File: config.mk
export PLATFORM = sky130hd
export DESIGN_NAME = ball_track_scheduler_flat
export DESIGN_NICKNAME = d
export VERILOG_FILES = /design/src/rtl/ball_track_scheduler_pkg.sv /design/src/rtl/ball_track_scheduler_if.sv /design/src/rtl/ball_track_scheduler_serial_divider.sv /design/src/rtl/ball_track_scheduler.sv /design/src/flat_wrapper.sv
export SDC_FILE = /design/constraint.sdc
export NUM_CORES = 1
export LEC_CHECK = 0
export CAP_MARGIN = 30
export CORE_MARGIN = 2
export CORE_UTILIZATION = 61
export CTS_CLUSTER_DIAMETER = 100
export DETAILED_ROUTE_END_ITERATION = 10
export HOLD_SLACK_MARGIN = 0.03
export PLACE_DENSITY = 0.8
export REMOVE_ABC_BUFFERS = 1
export SLEW_MARGIN = 20
export SYNTH_ARGS = -nofsm -noshare
export SYNTH_HDL_FRONTEND = slang
export SYNTH_HIERARCHICAL = 1
export SYNTH_SLANG_ARGS = --single-unit
File: constraint.sdc
create_clock -name CLK -period 6.05 [get_ports CLK]
set_input_delay 0.605 -clock CLK [delete_from_list [all_inputs] [get_ports CLK]]
set_output_delay 0.605 -clock CLK [all_outputs]
set_load 0.05 [all_outputs]
File: src/rtl/ball_track_scheduler_pkg.sv
// Shared types and constants for the ball tracking scheduler.
// State encoding, accumulator widths and default frame geometry.
package ball_track_pkg;

   localparam int SUM_W          = 28;
   localparam int COUNT_W        = 19;
   localparam int DEF_H_ACTIVE   = 640;
   localparam int DEF_V_ACTIVE   = 480;
   localparam int DEF_MIN_PIXELS = 16;

   typedef enum logic [2:0] {
      S_IDLE,
      S_WAIT,
      S_ACCUM,
      S_CHECK,
      S_DIV_X,
      S_DIV_Y,
      S_PUB
   } state_e;

endpackage

File: src/rtl/ball_track_scheduler_if.sv
// Bundle of timing, detector and centroid handshake signals.
// The scheduler takes the slave side; timing/game logic the master.
interface ball_track_scheduler_if #(
   parameter int CNT_W = 13
);
   logic             TRACK_EN;
   logic [CNT_W-1:0] VGA_H_CNT;
   logic [CNT_W-1:0] VGA_V_CNT;
   logic             PIX_HIT;
   logic             DET_ENABLE;
   logic [CNT_W-1:0] BALL_X;
   logic [CNT_W-1:0] BALL_Y;
   logic             BALL_VALID;
   logic             BALL_READY;
   logic             LOST;
   logic             OVERRUN;

   modport master (
      output TRACK_EN, VGA_H_CNT, VGA_V_CNT,
      output PIX_HIT, BALL_READY,
      input  DET_ENABLE, BALL_X, BALL_Y,
      input  BALL_VALID, LOST, OVERRUN
   );

   modport slave (
      input  TRACK_EN, VGA_H_CNT, VGA_V_CNT,
      input  PIX_HIT, BALL_READY,
      output DET_ENABLE, BALL_X, BALL_Y,
      output BALL_VALID, LOST, OVERRUN
   );
endinterface

File: src/rtl/ball_track_scheduler_serial_divider.sv
// Restoring serial divider, one quotient bit per clock.
// The first bit is resolved on the start edge, so a run takes SUM_W cycles.
module serial_divider
   import ball_track_pkg::*;
#(
   parameter int Q_W = 13
) (
   input  logic               clk,
   input  logic               rst,
   input  logic               start_i,
   input  logic [SUM_W-1:0]   dividend_i,
   input  logic [COUNT_W-1:0] divisor_i,
   output logic               busy_o,
   output logic               done_o,
   output logic [Q_W-1:0]     quotient_o
);
   localparam logic [4:0] CNT_LAST = 5'(SUM_W - 1);

   logic [COUNT_W-1:0] div_q, rem_q, rem_d;
   logic [COUNT_W-1:0] div_sel, rem_sel;
   logic [SUM_W-1:0]   quo_q, quo_d, quo_sel;
   logic [COUNT_W:0]   trial, diff;
   logic [4:0]         cnt_q;
   logic               busy_q, done_q, load;

   assign load = start_i && !busy_q;

   // One restoring step on either fresh operands or the running state
   always_comb begin
      div_sel = load ? divisor_i : div_q;
      rem_sel = load ? '0 : rem_q;
      quo_sel = load ? dividend_i : quo_q;
      trial   = {rem_sel, quo_sel[SUM_W-1]};
      diff    = trial - {1'b0, div_sel};
      rem_d   = trial[COUNT_W-1:0];
      quo_d   = {quo_sel[SUM_W-2:0], 1'b0};
      if (trial >= {1'b0, div_sel}) begin
         rem_d    = diff[COUNT_W-1:0];
         quo_d[0] = 1'b1;
      end
   end

   // Iteration counter and busy/done sequencing
   always_ff @(posedge clk or posedge rst) begin
      if (rst) begin
         div_q  <= '0;
         rem_q  <= '0;
         quo_q  <= '0;
         cnt_q  <= '0;
         busy_q <= 1'b0;
         done_q <= 1'b0;
      end else begin
         done_q <= 1'b0;
         if (load) begin
            div_q  <= divisor_i;
            rem_q  <= rem_d;
            quo_q  <= quo_d;
            cnt_q  <= 5'd1;
            busy_q <= 1'b1;
         end else if (busy_q) begin
            rem_q <= rem_d;
            quo_q <= quo_d;
            cnt_q <= cnt_q + 5'd1;
            if (cnt_q == CNT_LAST) begin
               busy_q <= 1'b0;
               done_q <= 1'b1;
            end
         end
      end
   end

   assign busy_o     = busy_q;
   assign done_o     = done_q;
   assign quotient_o = quo_q[Q_W-1:0];

endmodule

File: src/rtl/ball_track_scheduler.sv
// Frame-level controller: gates detection, accumulates hit coordinates
// and publishes one centroid per frame over valid/ready.
module ball_track_scheduler
   import ball_track_pkg::*;
#(
   parameter int CNT_W       = 13,
   parameter int H_ACTIVE    = DEF_H_ACTIVE,
   parameter int V_ACTIVE    = DEF_V_ACTIVE,
   parameter int MIN_PIXELS  = DEF_MIN_PIXELS,
   parameter int LOST_FRAMES = 4
) (
   input logic                   CLK,
   input logic                   RESET,
   ball_track_scheduler_if.slave bus
);
   localparam int MISS_W = $clog2(LOST_FRAMES + 1);
   localparam logic [MISS_W-1:0]  MISS_MAX = MISS_W'(LOST_FRAMES);
   localparam logic [CNT_W-1:0]   H_ACT    = CNT_W'(H_ACTIVE);
   localparam logic [CNT_W-1:0]   V_ACT    = CNT_W'(V_ACTIVE);
   localparam logic [COUNT_W-1:0] MIN_CNT  = COUNT_W'(MIN_PIXELS);

   state_e             state_q;
   logic [SUM_W-1:0]   sum_x_q, sum_y_q, sum_x_d, sum_y_d;
   logic [COUNT_W-1:0] count_q, count_d;
   logic [MISS_W-1:0]  miss_q;
   logic [CNT_W-1:0]   qx_q, ball_x_q, ball_y_q;
   logic               det_en_q, valid_q, overrun_q;
   logic               sof, eof, hit;
   logic               div_start, div_busy, div_done;
   logic [SUM_W-1:0]   div_dividend;
   logic [CNT_W-1:0]   div_quo;

   assign sof = (bus.VGA_H_CNT == '0) && (bus.VGA_V_CNT == '0);
   assign eof = (bus.VGA_H_CNT == '0) && (bus.VGA_V_CNT == V_ACT);
   assign hit = bus.PIX_HIT && (bus.VGA_H_CNT < H_ACT)
             && (bus.VGA_V_CNT < V_ACT);

   // Divisor is count, never zero here because MIN_PIXELS >= 1
   assign div_start = bus.TRACK_EN && !div_busy
                   && (((state_q == S_CHECK) && (count_q >= MIN_CNT))
                   || ((state_q == S_DIV_X) && div_done));
   assign div_dividend = (state_q == S_CHECK) ? sum_x_q : sum_y_q;

   // Next accumulator values; count saturates, sums are wide enough
   always_comb begin
      sum_x_d = sum_x_q + {{(SUM_W-CNT_W){1'b0}}, bus.VGA_H_CNT};
      sum_y_d = sum_y_q + {{(SUM_W-CNT_W){1'b0}}, bus.VGA_V_CNT};
      count_d = (&count_q) ? count_q : count_q + 1'b1;
   end

   serial_divider #(.Q_W(CNT_W)) u_div (
      .clk        (CLK),
      .rst        (RESET),
      .start_i    (div_start),
      .dividend_i (div_dividend),
      .divisor_i  (count_q),
      .busy_o     (div_busy),
      .done_o     (div_done),
      .quotient_o (div_quo)
   );

   // Frame sequencing, accumulation, publish handshake and miss tracking
   always_ff @(posedge CLK or posedge RESET) begin
      if (RESET) begin
         state_q   <= S_IDLE;
         sum_x_q   <= '0;
         sum_y_q   <= '0;
         count_q   <= '0;
         miss_q    <= '0;
         qx_q      <= '0;
         ball_x_q  <= '0;
         ball_y_q  <= '0;
         det_en_q  <= 1'b0;
         valid_q   <= 1'b0;
         overrun_q <= 1'b0;
      end else begin
         overrun_q <= 1'b0;
         if (valid_q && bus.BALL_READY) valid_q <= 1'b0;
         if (!bus.TRACK_EN) begin
            state_q  <= S_IDLE;
            det_en_q <= 1'b0;
         end else begin
            unique case (state_q)
               S_IDLE: state_q <= S_WAIT;
               S_WAIT: begin
                  if (sof) begin
                     sum_x_q  <= '0;
                     sum_y_q  <= '0;
                     count_q  <= '0;
                     det_en_q <= 1'b1;
                     state_q  <= S_ACCUM;
                  end
               end
               S_ACCUM: begin
                  if (hit) begin
                     sum_x_q <= sum_x_d;
                     sum_y_q <= sum_y_d;
                     count_q <= count_d;
                  end
                  if (eof) begin
                     det_en_q <= 1'b0;
                     state_q  <= S_CHECK;
                  end
               end
               S_CHECK: begin
                  if (count_q < MIN_CNT) begin
                     if (miss_q != MISS_MAX) miss_q <= miss_q + 1'b1;
                     state_q <= S_WAIT;
                  end else begin
                     state_q <= S_DIV_X;
                  end
               end
               S_DIV_X: begin
                  if (div_done) begin
                     qx_q    <= div_quo;
                     state_q <= S_DIV_Y;
                  end
               end
               S_DIV_Y: if (div_done) state_q <= S_PUB;
               S_PUB: begin
                  ball_x_q  <= qx_q;
                  ball_y_q  <= div_quo;
                  overrun_q <= valid_q && !bus.BALL_READY;
                  valid_q   <= 1'b1;
                  miss_q    <= '0;
                  state_q   <= S_WAIT;
               end
               default: state_q <= S_IDLE;
            endcase
         end
      end
   end

   assign bus.DET_ENABLE = det_en_q;
   assign bus.BALL_X     = ball_x_q;
   assign bus.BALL_Y     = ball_y_q;
   assign bus.BALL_VALID = valid_q;
   assign bus.LOST       = (miss_q == MISS_MAX);
   assign bus.OVERRUN    = overrun_q;

endmodule

File: src/flat_wrapper.sv
// flat-port wrapper written by rule: the top's interface ports become plain ports
module ball_track_scheduler_flat import ball_track_pkg::*;
#(
   parameter int CNT_W       = 13,
   parameter int H_ACTIVE    = DEF_H_ACTIVE,
   parameter int V_ACTIVE    = DEF_V_ACTIVE,
   parameter int MIN_PIXELS  = DEF_MIN_PIXELS,
   parameter int LOST_FRAMES = 4
)
  (CLK, RESET, bus_TRACK_EN, bus_VGA_H_CNT, bus_VGA_V_CNT, bus_PIX_HIT, bus_BALL_READY, bus_DET_ENABLE, bus_BALL_X, bus_BALL_Y, bus_BALL_VALID, bus_LOST, bus_OVERRUN);
  ball_track_scheduler_if #(.CNT_W(CNT_W)) bus_i ();
  input logic CLK;
  input logic RESET;
  input wire logic [$bits(bus_i.TRACK_EN)-1:0] bus_TRACK_EN;
  input wire logic [$bits(bus_i.VGA_H_CNT)-1:0] bus_VGA_H_CNT;
  input wire logic [$bits(bus_i.VGA_V_CNT)-1:0] bus_VGA_V_CNT;
  input wire logic [$bits(bus_i.PIX_HIT)-1:0] bus_PIX_HIT;
  input wire logic [$bits(bus_i.BALL_READY)-1:0] bus_BALL_READY;
  output wire logic [$bits(bus_i.DET_ENABLE)-1:0] bus_DET_ENABLE;
  output wire logic [$bits(bus_i.BALL_X)-1:0] bus_BALL_X;
  output wire logic [$bits(bus_i.BALL_Y)-1:0] bus_BALL_Y;
  output wire logic [$bits(bus_i.BALL_VALID)-1:0] bus_BALL_VALID;
  output wire logic [$bits(bus_i.LOST)-1:0] bus_LOST;
  output wire logic [$bits(bus_i.OVERRUN)-1:0] bus_OVERRUN;
  assign bus_i.TRACK_EN = bus_TRACK_EN;
  assign bus_i.VGA_H_CNT = bus_VGA_H_CNT;
  assign bus_i.VGA_V_CNT = bus_VGA_V_CNT;
  assign bus_i.PIX_HIT = bus_PIX_HIT;
  assign bus_i.BALL_READY = bus_BALL_READY;
  assign bus_DET_ENABLE = bus_i.DET_ENABLE;
  assign bus_BALL_X = bus_i.BALL_X;
  assign bus_BALL_Y = bus_i.BALL_Y;
  assign bus_BALL_VALID = bus_i.BALL_VALID;
  assign bus_LOST = bus_i.LOST;
  assign bus_OVERRUN = bus_i.OVERRUN;
  ball_track_scheduler #(.CNT_W(CNT_W), .H_ACTIVE(H_ACTIVE), .V_ACTIVE(V_ACTIVE), .MIN_PIXELS(MIN_PIXELS), .LOST_FRAMES(LOST_FRAMES)) u_core (.CLK(CLK), .RESET(RESET), .bus(bus_i));
endmodule
After elaboration in Yosys (flattened, before gate mapping) --
Cells that the tools add are included.
Storage, ports and cells: register bits after elaboration 196, logic and storage cells 123, output and inout bits 30
Cells by class: mux-type cells 46, add/subtract/negate cells 6, equality and inequality tests 20, reductions and logical operators 29, $lt $le $gt $ge 5
Operators by type and width (count):
- $mux 28 | 7
- $mux 19 | 8
- $pmux 28 s2 | 2
- $add 28x13->28 | 2
- $pmux 19 s2 | 1
- $logic_not 13->1 | 2
- $mux 3 | 8
- $ge 20x19->1 | 1
- $add 19x1->19 const B | 1
- $ge 19x5->1 const B | 1
- $lt 19x5->1 const B | 1
- $reduce_and 19->1 | 1
- $sub 19x19->19 | 1
- $pmux 3 s6 | 1
- $mux 1 | 15
- $eq 13x9->1 const B | 1
- $lt 13x10->1 const B | 1
- $lt 13x9->1 const B | 1
- $eq 3x3->1 const B | 4
- $reduce_and 4->1 | 3
- $logic_and 1x1->1 | 11
- $mux 5 | 2
- $ne 3x3->1 const B | 3
- $eq 3x2->1 const B | 2
- other kinds (18) | 26

Longest topological paths before layout --
word-level depth 10, mapped depth 24

By module --
Netlist, hierarchy kept.
By module, submodules not included:
- ball_track_scheduler | times used 1, seq. area each 3078.0 um^2, cells each 733, area an instance 7053.0 um^2
- serial_divider | times used 1, seq. area each 1826.8 um^2, cells each 488, area an instance 4601.9 um^2

Worst setup path before layout --
Ideal clock, no wire load.
path kind reg2reg, from register u_core.count_q[5], to register u_core.u_div.rem_q[14], stages on the path, launching flop included 22, setup time 126 ps, path buffers 4, data arrival time 4804 ps, setup slack 1120 ps, cells stage by stage dfrtp_1 > nor4_1 > nand4_1 > nand2b_1 > o21ai_0 > and3b_1 > nand2b_1 > buf_4 > clkbuf_1 > buf_1 > buf_2 > mux2i_1 > inv_1 > fa_1 > nor2b_1 > o311ai_2 > a211oi_2 > nor3_1 > o2111a_1 > a211oi_2 > mux2i_1 > a221o_1
On the way: word-level cells in the longest chain between the ends 10, elaborated cells on any way between the ends 14
Ends and longest elaborated chain:
- start, declared | line ball_track_scheduler.sv:24 | logic [COUNT_W-1:0] count_q, count_d;
- start signal, assigned | line ball_track_scheduler.sv:98 | count_q <= count_d;
- $ge 19x5->1 (*) | line ball_track_scheduler.sv:40 | && (((state_q == S_CHECK) && (count_q >= MIN_CNT))
- $logic_and 1x1->1 (*) | line ball_track_scheduler.sv:40
- $logic_or 1x1->1 (*) | line ball_track_scheduler.sv:41 | || ((state_q == S_DIV_X) && div_done));
- $logic_and 1x1->1 (*) | line ball_track_scheduler.sv:40
- named net u_core.div_start | line ball_track_scheduler.sv:29 | logic div_start, div_busy, div_done;
- $logic_and 1x1->1 (*) | line ball_track_scheduler_serial_divider.sv:26 | assign load = start_i && !busy_q;
- $mux 19 (*)
- named net u_core.u_div.div_sel[1] | line ball_track_scheduler_serial_divider.sv:20 | logic [COUNT_W-1:0] div_sel, rem_sel;
- $sub 19x19->19 or $ge 20x19->1 (tied branches) | line ball_track_scheduler_serial_divider.sv:34, ball_track_scheduler_serial_divider.sv:37
- $mux 19 (*) | line ball_track_scheduler_serial_divider.sv:37 | if (trial >= {1'b0, div_sel}) begin
- $mux 19 | line ball_track_scheduler_serial_divider.sv:60 | end else if (busy_q) begin
- $mux 19 (*) | line ball_track_scheduler_serial_divider.sv:54 | if (load) begin
- end signal, assigned | line ball_track_scheduler_serial_divider.sv:56 | rem_q <= rem_d;
- end signal, assigned | line ball_track_scheduler_serial_divider.sv:61 | rem_q <= rem_d;
- end, declared | line ball_track_scheduler_serial_divider.sv:19 | logic [COUNT_W-1:0] div_q, rem_q, rem_d;
Mark *: on every way through the listed nets, which the timed path passes. The rest lies on a longest branch. The select of a mux whose other input is x is not followed. A chain may end at the register's enable or synchronous reset.

Worst setup path after layout --
from register u_core.count_q[5], to register u_core.u_div.rem_q[2]
On the way: word-level cells in the longest chain between the ends 10, elaborated cells on any way between the ends 14
Ends and longest elaborated chain:
- $ge 19x5->1 (*) | line ball_track_scheduler.sv:40
- $logic_and 1x1->1 (*) | line ball_track_scheduler.sv:40
- $logic_or 1x1->1 (*) | line ball_track_scheduler.sv:41
- $logic_and 1x1->1 (*) | line ball_track_scheduler.sv:40
- named net u_core.div_start | line ball_track_scheduler.sv:29
- $logic_and 1x1->1 (*) | line ball_track_scheduler_serial_divider.sv:26
- $mux 28 (tied with other cells) | line ball_track_scheduler_serial_divider.sv:32 | quo_sel = load ? dividend_i : quo_q;
- $sub 19x19->19 or $ge 20x19->1 (tied branches) | line ball_track_scheduler_serial_divider.sv:34, ball_track_scheduler_serial_divider.sv:37
- $mux 19 | line ball_track_scheduler_serial_divider.sv:37
- $mux 19 | line ball_track_scheduler_serial_divider.sv:60
- $mux 19 | line ball_track_scheduler_serial_divider.sv:54
Marked as above.

==> results.md <==
- Avg Inst Size Synth: 9.55 um2
- Most used flip-flop cell after synthesis: dfrtp_1
- Initial core utilization: 0.623
- Synth Cell Area: 11,700 um2
- Clock tree sinks: ~200
- Worst Tran Pin Value: slightly below 900 ps
- EDFF count, synth: 0
- IO Pins: 61
- Peak Freq: 187 MHz
- R2r setup slk: 690 ps
- Worst EP arrival: between 5000 and 6000 ps
- Fin. Hold Viols: 0
- Mapped Cells: 1,221
- Leak: 6.12 nW
- Finish-stage setup viols: 0
- Startpoint Class: flip-flop
- Setup TNS: 0 ps
- H-Tree Depth: 4
- Post-CTS setup buffer count: 0
- Layout Nets: approximately 1,300
- Sequential-to-total area share from yosys stat: 0.421
- Initial antenna violation count: 0
- Worst setup EP type: flip-flop
- Pin count of the biggest net entering global routing: 60
- Synth Area in Compound Gates: 0.145
- I/O Buffers: 60
- First-pass GRT wire length: 45,300 um
- Mux cell area share after synthesis: 0.115
- Core box area: between 15,000 and 20,000 um2
- Final Max Tran Viols: 0
- CP required: between 6000 and 7000 ps
- CTS resizes: 0
- Filler cells: 1,382
- Vias per cell: around 6.2
- DR vias: 9,293
- Die width: 142 um
- Total power: 0.00263 W
- Max cap viols: 0
- CTS tree: yes
- Clock buffer depth: 2
- Critical path peak fanout: 32
- PwrDens: 202 nW/um2
- RSZ-0062 raised after global routing: false
- Layout cells sized above 1: 0.118
- Site row count: 50
- Worst-skew pair later-pin latency: around 450 ps
- Max_slew headroom: 0.416
- Remaining DRCs: 0
- Number of global-route vias before repair: approximately 9,200
- Placed Cells: approximately 1,500
- Total Wirelength: 27,700 um
- Total grt overflow: 0
- TritonCTS Buffers: 17
- Total track usage: 0.281
- Area Growth Syn to Fin: 12.0%
- Synth Area in XOR/XNOR: 0.0451
- Final Skew: between 10 and 15 ps
- Main combinational cell family by area after synthesis: simple AND/OR/NAND/NOR gates
- Wire per inst: between 15 and 20 um
- Die area: 20,200 um2
- Synth unique cells: 75
- Fin cells: between 1,000 and 1,500
- Clk root buf: clkbuf_16
- Adder-Cell Fraction of Synth Area: 0.0567
- DP Worst Slack: 834 ps
- Post-route ant nets: 0
- Antenna diodes: 0
- YS warnings: 6
- Final worst slack: about 690 ps
- Status: completed
- Maximum vdd drop: 0.202 mV
- Clock Pin Slew Worst Setup and Hold Paths: 80 ps
- DR pass1 iterations: 5
- Critical path type: reg2reg
- Dpl hpwl: about 19,000 um
- Tcrit/Tclk final: 0.885
- Initial DRC Count: slightly below 600
- Fraction of registers with async set or reset after synthesis: 1.00
- Die H: 142 um
- Final min period: 5360 ps
- Worst hold path class: reg2reg
- GPL Wtd Cong: 0.908
- # hold bufs at CTS: 0
- Yosys reg bits: slightly below 200
- Synth Area in Simple Gates: 0.176
[worst max-delay path, stage by stage, from the launching register on]
cell	delay [ps]
dfrtp_1	500
nor4_1	400
nand4_1	200
nand2b_1	160
o21ai_0	80
and3b_2	230
nand2b_2	620
mux2i_1	240
ha_1	290
fa_1	420
nor2b_1	220
o311ai_2	150
a211oi_2	410
o31ai_4	130
nand3_2	140
o21a_1	410
buf_4	310
mux2i_1	200
o21ai_0	80
[cell type report]
cell class	instances	area, um2	share of cell area
clock buffers	17	425	0.0326
clock inverters	15	226	0.0174
inverters	37	141	0.0108
multi-input cells	919	6280	0.481
flip-flops and latches	196	4910	0.376
well taps	234	293	0.0224
repair buffers	78	776	0.0594
[cell usage after synthesis (all sizes together) (19+ instances only)]
| cell | instances | share of area |
|---|---|---|
| nor2 | 73 | 0.024 |
| and2 | 19 | 0.010 |
| o21ai | 114 | 0.050 |
| nand2 | 169 | 0.054 |
| clkbuf | 38 | 0.012 |
| a21oi | 36 | 0.015 |
| inv | 36 | 0.012 |
| nand3 | 42 | 0.018 |
| mux2 | 70 | 0.068 |
| a21o | 20 | 0.013 |
| xor2 | 30 | 0.023 |
| nor3 | 23 | 0.0099 |
| mux2i | 55 | 0.047 |
| ha | 48 | 0.052 |
| dfrtp | 196 | 0.42 |
| buf | 31 | 0.017 |
| xnor2 | 30 | 0.023 |
[flip-flops by register name, indices dropped and copies added (netlist names), 3 cells and up]
| signal | flops |
|---|---|
| u_core/sum_y_q | 28 |
| u_core/qx_q | 13 |
| u_core/bus.BALL_X | 13 |
| u_core/count_q | 19 |
| u_core/state_q | 3 |
| u_core/miss_q | 3 |
| u_core/sum_x_q | 28 |
| u_core/u_div/quo_q | 28 |
| u_core/u_div/cnt_q | 5 |
| u_core/u_div/div_q | 19 |
| u_core/bus.BALL_Y | 13 |
| u_core/u_div/rem_q | 19 |
[metrics by stage]
step                      area, um2   util  hold slack, ps
after CTS                     13000  0.698             485
final                         13000  0.698             482
after detailed placement      12400  0.663             466
after floorplan               11300      -             442
after global routing          13000  0.698             496
after global placement        12300  0.660             458
[cell families (layout without fill, tap and decap cells)]
| kind of cell | after synthesis | in the layout |
|---|---|---|
| simple gates | 422 | 422 |
| xor+xnor | 60 | 60 |
| compound gates | 261 | 261 |
| mux | 125 | 125 |
| fa+ha+maj | 51 | 51 |
| buf+inv | 106 | 147 |
| flops | 196 | 196 |
[power breakdown]
part / leakage (nW) / internal, W / switching, W
logic: 3.27 / 0.0000439 / 0.0000686
registers: 2.53 / 0.00131 / 0.00000527
clock network: 0.314 / 0.000588 / 0.000617
total: 6.12 / 0.00194 / 0.000690
[metal layers]
metal,vias up,wire length [um],track usage,part of all wire
li1,4402,-,-,-
met1,4537,12300,0.385,0.44
met2,296,13200,0.458,0.48
met3,58,1500,0.0350,0.054
met4,0,717,0.114,0.026
met5,-,0,0,0
[path summary, 6_finish.rpt]
check | start | endpoint | cells after the start
min in group asynchronous | RESET | u_core/bus.BALL_X[0] | 2
max in group asynchronous | RESET | u_core/sum_x_q[10] | 3
max reg2reg | u_core/count_q[5] | u_core/u_div/rem_q[2] | 18
min | u_core/u_div/rem_q[7] | u_core/u_div/rem_q[7] | 2
min reg2reg | u_core/u_div/rem_q[7] | u_core/u_div/rem_q[7] | 2
max | u_core/count_q[5] | u_core/u_div/rem_q[2] | 18
[cell usage in the layout, fill, tap and decap left out, drive strengths merged, types with 8 or more instances in the layout]
cell	instances
nor2b	10
and2	19
inv	46
nor3	23
nand4	11
clkdlybuf4s50	60
a21o	20
a31oi	10
dfrtp	196
clkbuf	17
o21ai	114
mux2i	55
nor2	73
buf	18
ha	48
a32oi	8
xnor2	30
nand2	169
mux2	70
nor4	12
and3	13
o31ai	18
a211oi	8
nand2b	15
a21oi	36
nand3	42
xor2	30
(Power assumes the default switching activity.)
